$ cat config.mk
export PLATFORM = sky130hd
export DESIGN_NAME = bus_drive_arbiter
export DESIGN_NICKNAME = d
export VERILOG_FILES = /design/src/rtl/bus_drive_arbiter.sv
export SDC_FILE = /design/constraint.sdc
export NUM_CORES = 1
export LEC_CHECK = 0
export ABC_CLOCK_PERIOD_IN_PS = 2100
export CORE_MARGIN = 2
export CORE_UTILIZATION = 40
export CTS_BUF_LIST = sky130_fd_sc_hd__clkbuf_2 sky130_fd_sc_hd__clkbuf_4 sky130_fd_sc_hd__clkbuf_8
export DETAILED_ROUTE_END_ITERATION = 10
export PLACE_DENSITY = 0.62
export SYNTH_ARGS = -nofsm -noshare
export SYNTH_HDL_FRONTEND = slang
export SYNTH_SLANG_ARGS = --single-unit
export TNS_END_PERCENT = 5
$ cat constraint.sdc
create_clock -name Clk -period 2.1 [get_ports Clk]
set_clock_uncertainty 0.1 [all_clocks]
set_input_delay 0.42 -clock Clk [delete_from_list [all_inputs] [get_ports Clk]]
set_output_delay 0.42 -clock Clk [all_outputs]
set_load 0.01 [all_outputs]
$ cat src/rtl/bus_drive_arbiter.sv
// Round-robin owner sequencer for a bank of tri-state bus buffers, with guaranteed
// all-disabled turnaround between owners. Optional forced release: BUS_ARB_TIMEOUT_EN.
module bus_drive_arbiter #(
    parameter int unsigned REQUESTERS = 4,
    parameter int unsigned TURNAROUND = 1,
    parameter int unsigned HOLD_MAX   = 8
) (
    input  logic                          Clk,
    input  logic                          Clear_bar,
    input  logic [REQUESTERS-1:0]         Req,
    output logic [REQUESTERS-1:0]         Enable,
    output logic [REQUESTERS-1:0]         Grant,
    output logic [$clog2(REQUESTERS)-1:0] Owner,
    output logic                          Busy,
    output logic                          Preempt
);

    localparam int unsigned OW = $clog2(REQUESTERS);

    generate
        if (REQUESTERS < 2 || REQUESTERS > 8) begin : g_bad_requesters
            $error("bus_drive_arbiter: REQUESTERS must be in 2..8");
        end
        if (TURNAROUND < 1 || TURNAROUND > 15) begin : g_bad_turnaround
            $error("bus_drive_arbiter: TURNAROUND must be in 1..15");
        end
        if (HOLD_MAX < 1 || HOLD_MAX > 255) begin : g_bad_hold_max
            $error("bus_drive_arbiter: HOLD_MAX must be in 1..255");
        end
    endgenerate

    typedef enum logic [1:0] {
        IDLE = 2'd0,
        TURN = 2'd1,
        OWN  = 2'd2
    } state_t;

    state_t                  state, state_n;
    logic [3:0]              cnt, cnt_n;
    logic [OW-1:0]           last_owner, last_owner_n;
    logic [OW-1:0]           owner_n;
    logic [REQUESTERS-1:0]   grant_n, enable_n;
    logic                    busy_n;
    logic [OW-1:0]           win_idle, win_rel;
    logic                    own_req, other_req;
    logic                    release_bus, release_forced;

    // First asserted request scanning upward from last+1, wrapping.
    function automatic logic [OW-1:0] rr_pick(input logic [REQUESTERS-1:0] req,
                                              input logic [OW-1:0]         last);
        logic [OW-1:0] win;
        logic          found;
        int unsigned   idx;
        win   = last;
        found = 1'b0;
        for (int unsigned k = 1; k <= REQUESTERS; k++) begin
            idx = (32'(last) + k) % REQUESTERS;
            if (!found && req[idx]) begin
                win   = OW'(idx);
                found = 1'b1;
            end
        end
        return win;
    endfunction

    function automatic logic [REQUESTERS-1:0] onehot(input logic [OW-1:0] idx);
        logic [REQUESTERS-1:0] v;
        v      = '0;
        v[idx] = 1'b1;
        return v;
    endfunction

    assign win_idle  = rr_pick(Req, last_owner);
    assign win_rel   = rr_pick(Req, Owner);
    assign own_req   = |(Req & Grant);
    assign other_req = |(Req & ~Grant);

`ifdef BUS_ARB_TIMEOUT_EN
    logic [7:0] hold, hold_n;
    logic       preempt_n;
`endif

    always_comb begin
        state_n        = state;
        cnt_n          = cnt;
        last_owner_n   = last_owner;
        owner_n        = Owner;
        grant_n        = Grant;
        enable_n       = '0;
        busy_n         = 1'b0;
        release_bus    = 1'b0;
        release_forced = 1'b0;
`ifdef BUS_ARB_TIMEOUT_EN
        hold_n         = hold;
        preempt_n      = 1'b0;
`endif
        case (state)
            IDLE: begin
                owner_n = '0;
                grant_n = '0;
                if (|Req) begin
                    state_n = TURN;
                    owner_n = win_idle;
                    grant_n = onehot(win_idle);
                    cnt_n   = 4'(TURNAROUND);
                end
            end
            TURN: begin
                if (!own_req) begin
                    // abandoned before driving: last_owner intentionally untouched
                    state_n = IDLE;
                    owner_n = '0;
                    grant_n = '0;
                    cnt_n   = '0;
                end else if (cnt == 4'd1) begin
                    state_n  = OWN;
                    enable_n = Grant;
                    busy_n   = 1'b1;
                    cnt_n    = '0;
`ifdef BUS_ARB_TIMEOUT_EN
                    hold_n   = 8'd1;
`endif
                end else begin
                    cnt_n = cnt - 4'd1;
                end
            end
            OWN: begin
                release_bus = !own_req;
`ifdef BUS_ARB_TIMEOUT_EN
                release_forced = own_req && other_req && (hold == 8'(HOLD_MAX));
                preempt_n      = release_forced;
`endif
                if (release_bus || release_forced) begin
                    last_owner_n = Owner;
                    if (other_req) begin
                        state_n = TURN;
                        owner_n = win_rel;
                        grant_n = onehot(win_rel);
                        cnt_n   = 4'(TURNAROUND);
                    end else begin
                        state_n = IDLE;
                        owner_n = '0;
                        grant_n = '0;
                    end
                end else begin
                    enable_n = Grant;
                    busy_n   = 1'b1;
`ifdef BUS_ARB_TIMEOUT_EN
                    if (hold != 8'(HOLD_MAX)) hold_n = hold + 8'd1;
`endif
                end
            end
            default: begin
                state_n = IDLE;
                owner_n = '0;
                grant_n = '0;
                cnt_n   = '0;
            end
        endcase
    end

    always_ff @(posedge Clk or negedge Clear_bar) begin
        if (!Clear_bar) begin
            state      <= IDLE;
            cnt        <= '0;
            last_owner <= OW'(REQUESTERS - 1);
            Owner      <= '0;
            Grant      <= '0;
            Enable     <= '0;
            Busy       <= 1'b0;
        end else begin
            state      <= state_n;
            cnt        <= cnt_n;
            last_owner <= last_owner_n;
            Owner      <= owner_n;
            Grant      <= grant_n;
            Enable     <= enable_n;
            Busy       <= busy_n;
        end
    end

`ifdef BUS_ARB_TIMEOUT_EN
    always_ff @(posedge Clk or negedge Clear_bar) begin
        if (!Clear_bar) begin
            hold    <= '0;
            Preempt <= 1'b0;
        end else begin
            hold    <= hold_n;
            Preempt <= preempt_n;
        end
    end
`else
    assign Preempt = 1'b0;
`endif

endmodule

==> results.md <==
* Status: complete, no violations
* Rows at 20
* Synthesized flop and latch total at 19
* Seq/Total Area, Yosys at a little under two fifths
* Vias in the first global route at 1,130
* Post-route minimum period at about 2.0 ns
* Crit path required time at between 2 and 2.5 ns
* Gr usage total at between 10% and 20%
* Syn Nets at 146
* DRT iter0 DRCs at 44
* Antenna Cells at 0
* Worst flop-to-flop path startpoint: state[0]
* Peak VDD IR at roughly 640 uV
* Initial antenna violation count at 0
* Initial Util at roughly 42%
* Gpl congestion at 0.895
* Final instance area at between 1500 and 2000 um2
* Die area at 3720 um2
* Die Width at slightly above 60 um
* Grt met1 use at roughly a quarter
* H-tree level count at 1
* CTS Sinks at 19
* Leak at a little under 0.0008 uW
* FF-to-FF End: Owner[0]
* Vias per cell at about 5.4
* Type of origin of the critical path: input pin
* Crit path DAT at 2.10 ns
* Via Count at about 1,200
* Crit path max fanout at 7
* R2r setup slk at between 0.15 and 0.2 ns
* Synth Area per Inst at about 9.8 um2
* Mapped Area at 1300 um2
* Post-synth top flop: dfrtp_1
* Final worst setup slack at 0.100 ns
* Bufs on Longest Clock Path at 2
* CP Capture Type: flip-flop
* Fmax at 500 MHz
* Hold Path Class: input pin to asynchronous set/reset pin
* Async SR Flop Fraction at 100%
* Area Growth Syn to Fin at 30.2%
* TritonCTS Buffers at 3
* CTS tree: built
* R2R depth at 5
* 1st-pass router iterations at 4
* Final wirelength at around 3 mm
* GR peak layer: met2
* Final HPWL DP at ~2.4 mm
* Final nets at ~190
* Cells after Synth at 133
* I/O Pins at 18
* Clk pin slew, worst setup/hold paths at 0.12 ns
* Fill cells at roughly 280
* Dpl cell area at ~1700 um2
* Post-DR wirelength/cell at 14.3 um
* Drc violations at 0
* Max-cap viol count at 0
* Hold Vio Cnt, Final at 0
* Met2 usage at roughly 33%
* Most common cell after layout, fill and taps aside: buf_4
* Port bufs at 16
* Final ANT Viol Nets at 0
* Largest net degree at the start of global routing at 20
* GRT overflow at 0
* Post-synth EDFFs at 0
* Period utilization at between 90% and 100%
* Global Route met3 Usage at under 10%
* Ratio of cells with drive above 1 in the final layout at ~26%
* RSZ-0062 raised after global routing: true
* Synth cell types at 52
* Setup Fix Bufs, Post-CTS at 0
* Clk root buf: clkbuf_4
* Final hold slack at 0.337 ns
* Commonest cells after routing, fill and taps aside: buf_4 (26), dfrtp_1 (17), clkdlybuf4s50_1 (15)
* Pwr Density at approximately 1300 nW/um2
* Yosys warnings at 0
* # setup viols final at 0
* First-pass GRT wire length at about 5.2 mm
* Util after Layout at 55.0%
* Die H at a little over 60 um
* Core ar. at 3080 um2
* Clock latency on the worst-skew pair at 0.31 ns
* Pre-CTS setup slack at -0.338 ns
* Setup Crit Path Kind: input pin to flip-flop
* Fin. max-slew vios at 0
[routing by layer]
metal	vias up	part of all wire, %
met5	-	0
met4	0	1.7
met3	7	3.9
met2	31	50
met1	566	45
li1	566	-
[sequential cells by signal, indices dropped and copies added (netlist names)]
| name | flops |
|---|---|
| Busy | 1 |
| Enable | 4 |
| Grant | 4 |
| Owner | 2 |
| cnt | 4 |
| last_owner | 2 |
| state | 2 |
[metrics by stage]
| step | cells | power (uW) | TNS, ns |
|---|---|---|---|
| 2_1_floorplan | 133 | 1400 | 0 |
| 3_3_place_gp | 212 | 1890 | -2.62 |
| 3_5_place_dp | 212 | 1920 | -3.29 |
| 4_1_cts | 216 | 2140 | 0 |
| 5_1_grt | 216 | 2330 | -0.0260 |
| 6_report | 216 | 2160 | 0 |
[timing repair]
| item | in CTS | in global routing |
|---|---|---|
| setup endpoints to repair | 1 | 4 |
| gates resized for setup | 1 | 3 |
| pin swaps | 0 | 0 |
| endpoints found under the hold margin | 0 | 0 |
| hold buffers | 0 | 0 |
[worst max-delay path by stage]
stage,from,slack (ns),depth (start not counted),to
floorplan,Req[1],0.15,7,cnt[1]
global placement,Req[2],-0.27,6,cnt[1]
detailed placement,Req[2],-0.34,6,cnt[1]
CTS,Req[1],0.04,6,cnt[1]
global route,Req[0],-0.02,7,Owner[0]
finish,Req[1],0.10,6,cnt[1]
[cell families (layout without fill, tap and decap cells)]
group	after synthesis	after routing	synth area share, %
buf+inv	16	55	6.83
fa+ha+maj	7	7	6.74
simple gates	47	47	21.7
flops	19	19	36.8
other cells	1	1	0.288
compound gates	34	34	20.2
mux	9	9	7.51
[critical path: stages]
cell and delay, ns:
clkdlybuf4s50_1 0.45, a22o_1 0.26, or2_4 0.29, o21ai_2 0.16
and2_4 0.18, mux2_1 0.33
[where the power goes]
| group | internal [uW] | total [uW] | switching (uW) |
|---|---|---|---|
| clock network | 87.0 | 211 | 124 |
| logic | 697 | 1300 | 606 |
| registers | 493 | 643 | 150 |
[final cells by class]
class | count | area (um2) | share of cell area [%]
Clock buffer | 4 | 30.0 | 1.77
Multi-Input combinational cell | 98 | 742 | 43.8
Sequential cell | 19 | 478 | 28.2
Inverter | 9 | 33.8 | 2.00
Tap cell | 44 | 55.1 | 3.25
Timing Repair Buffer | 42 | 354 | 20.9
[synth_stat cells (all sizes together), types with 2 or more instances]
master,n,area [um2]
o211ai,2,15.0
nor3,4,25.0
nand2,6,22.5
nor4,3,18.8
clkbuf,2,8.75
nand3,3,15.0
dfstp,2,52.6
o311ai,2,17.5
nor2b,7,43.8
nand2b,3,18.8
and2,5,33.8
mux2,6,67.6
o21ai,6,37.5
ha,7,87.6
buf,5,46.3
a22o,3,26.3
mux2i,3,30.0
nand4,2,12.5
a211o,2,17.5
nor2,5,21.3
dfrtp,17,425
inv,9,33.8
a21oi,3,18.8
or3,3,18.8
a22oi,4,30.0
a21o,2,15.0
Power figures use the tool's default switching activity.
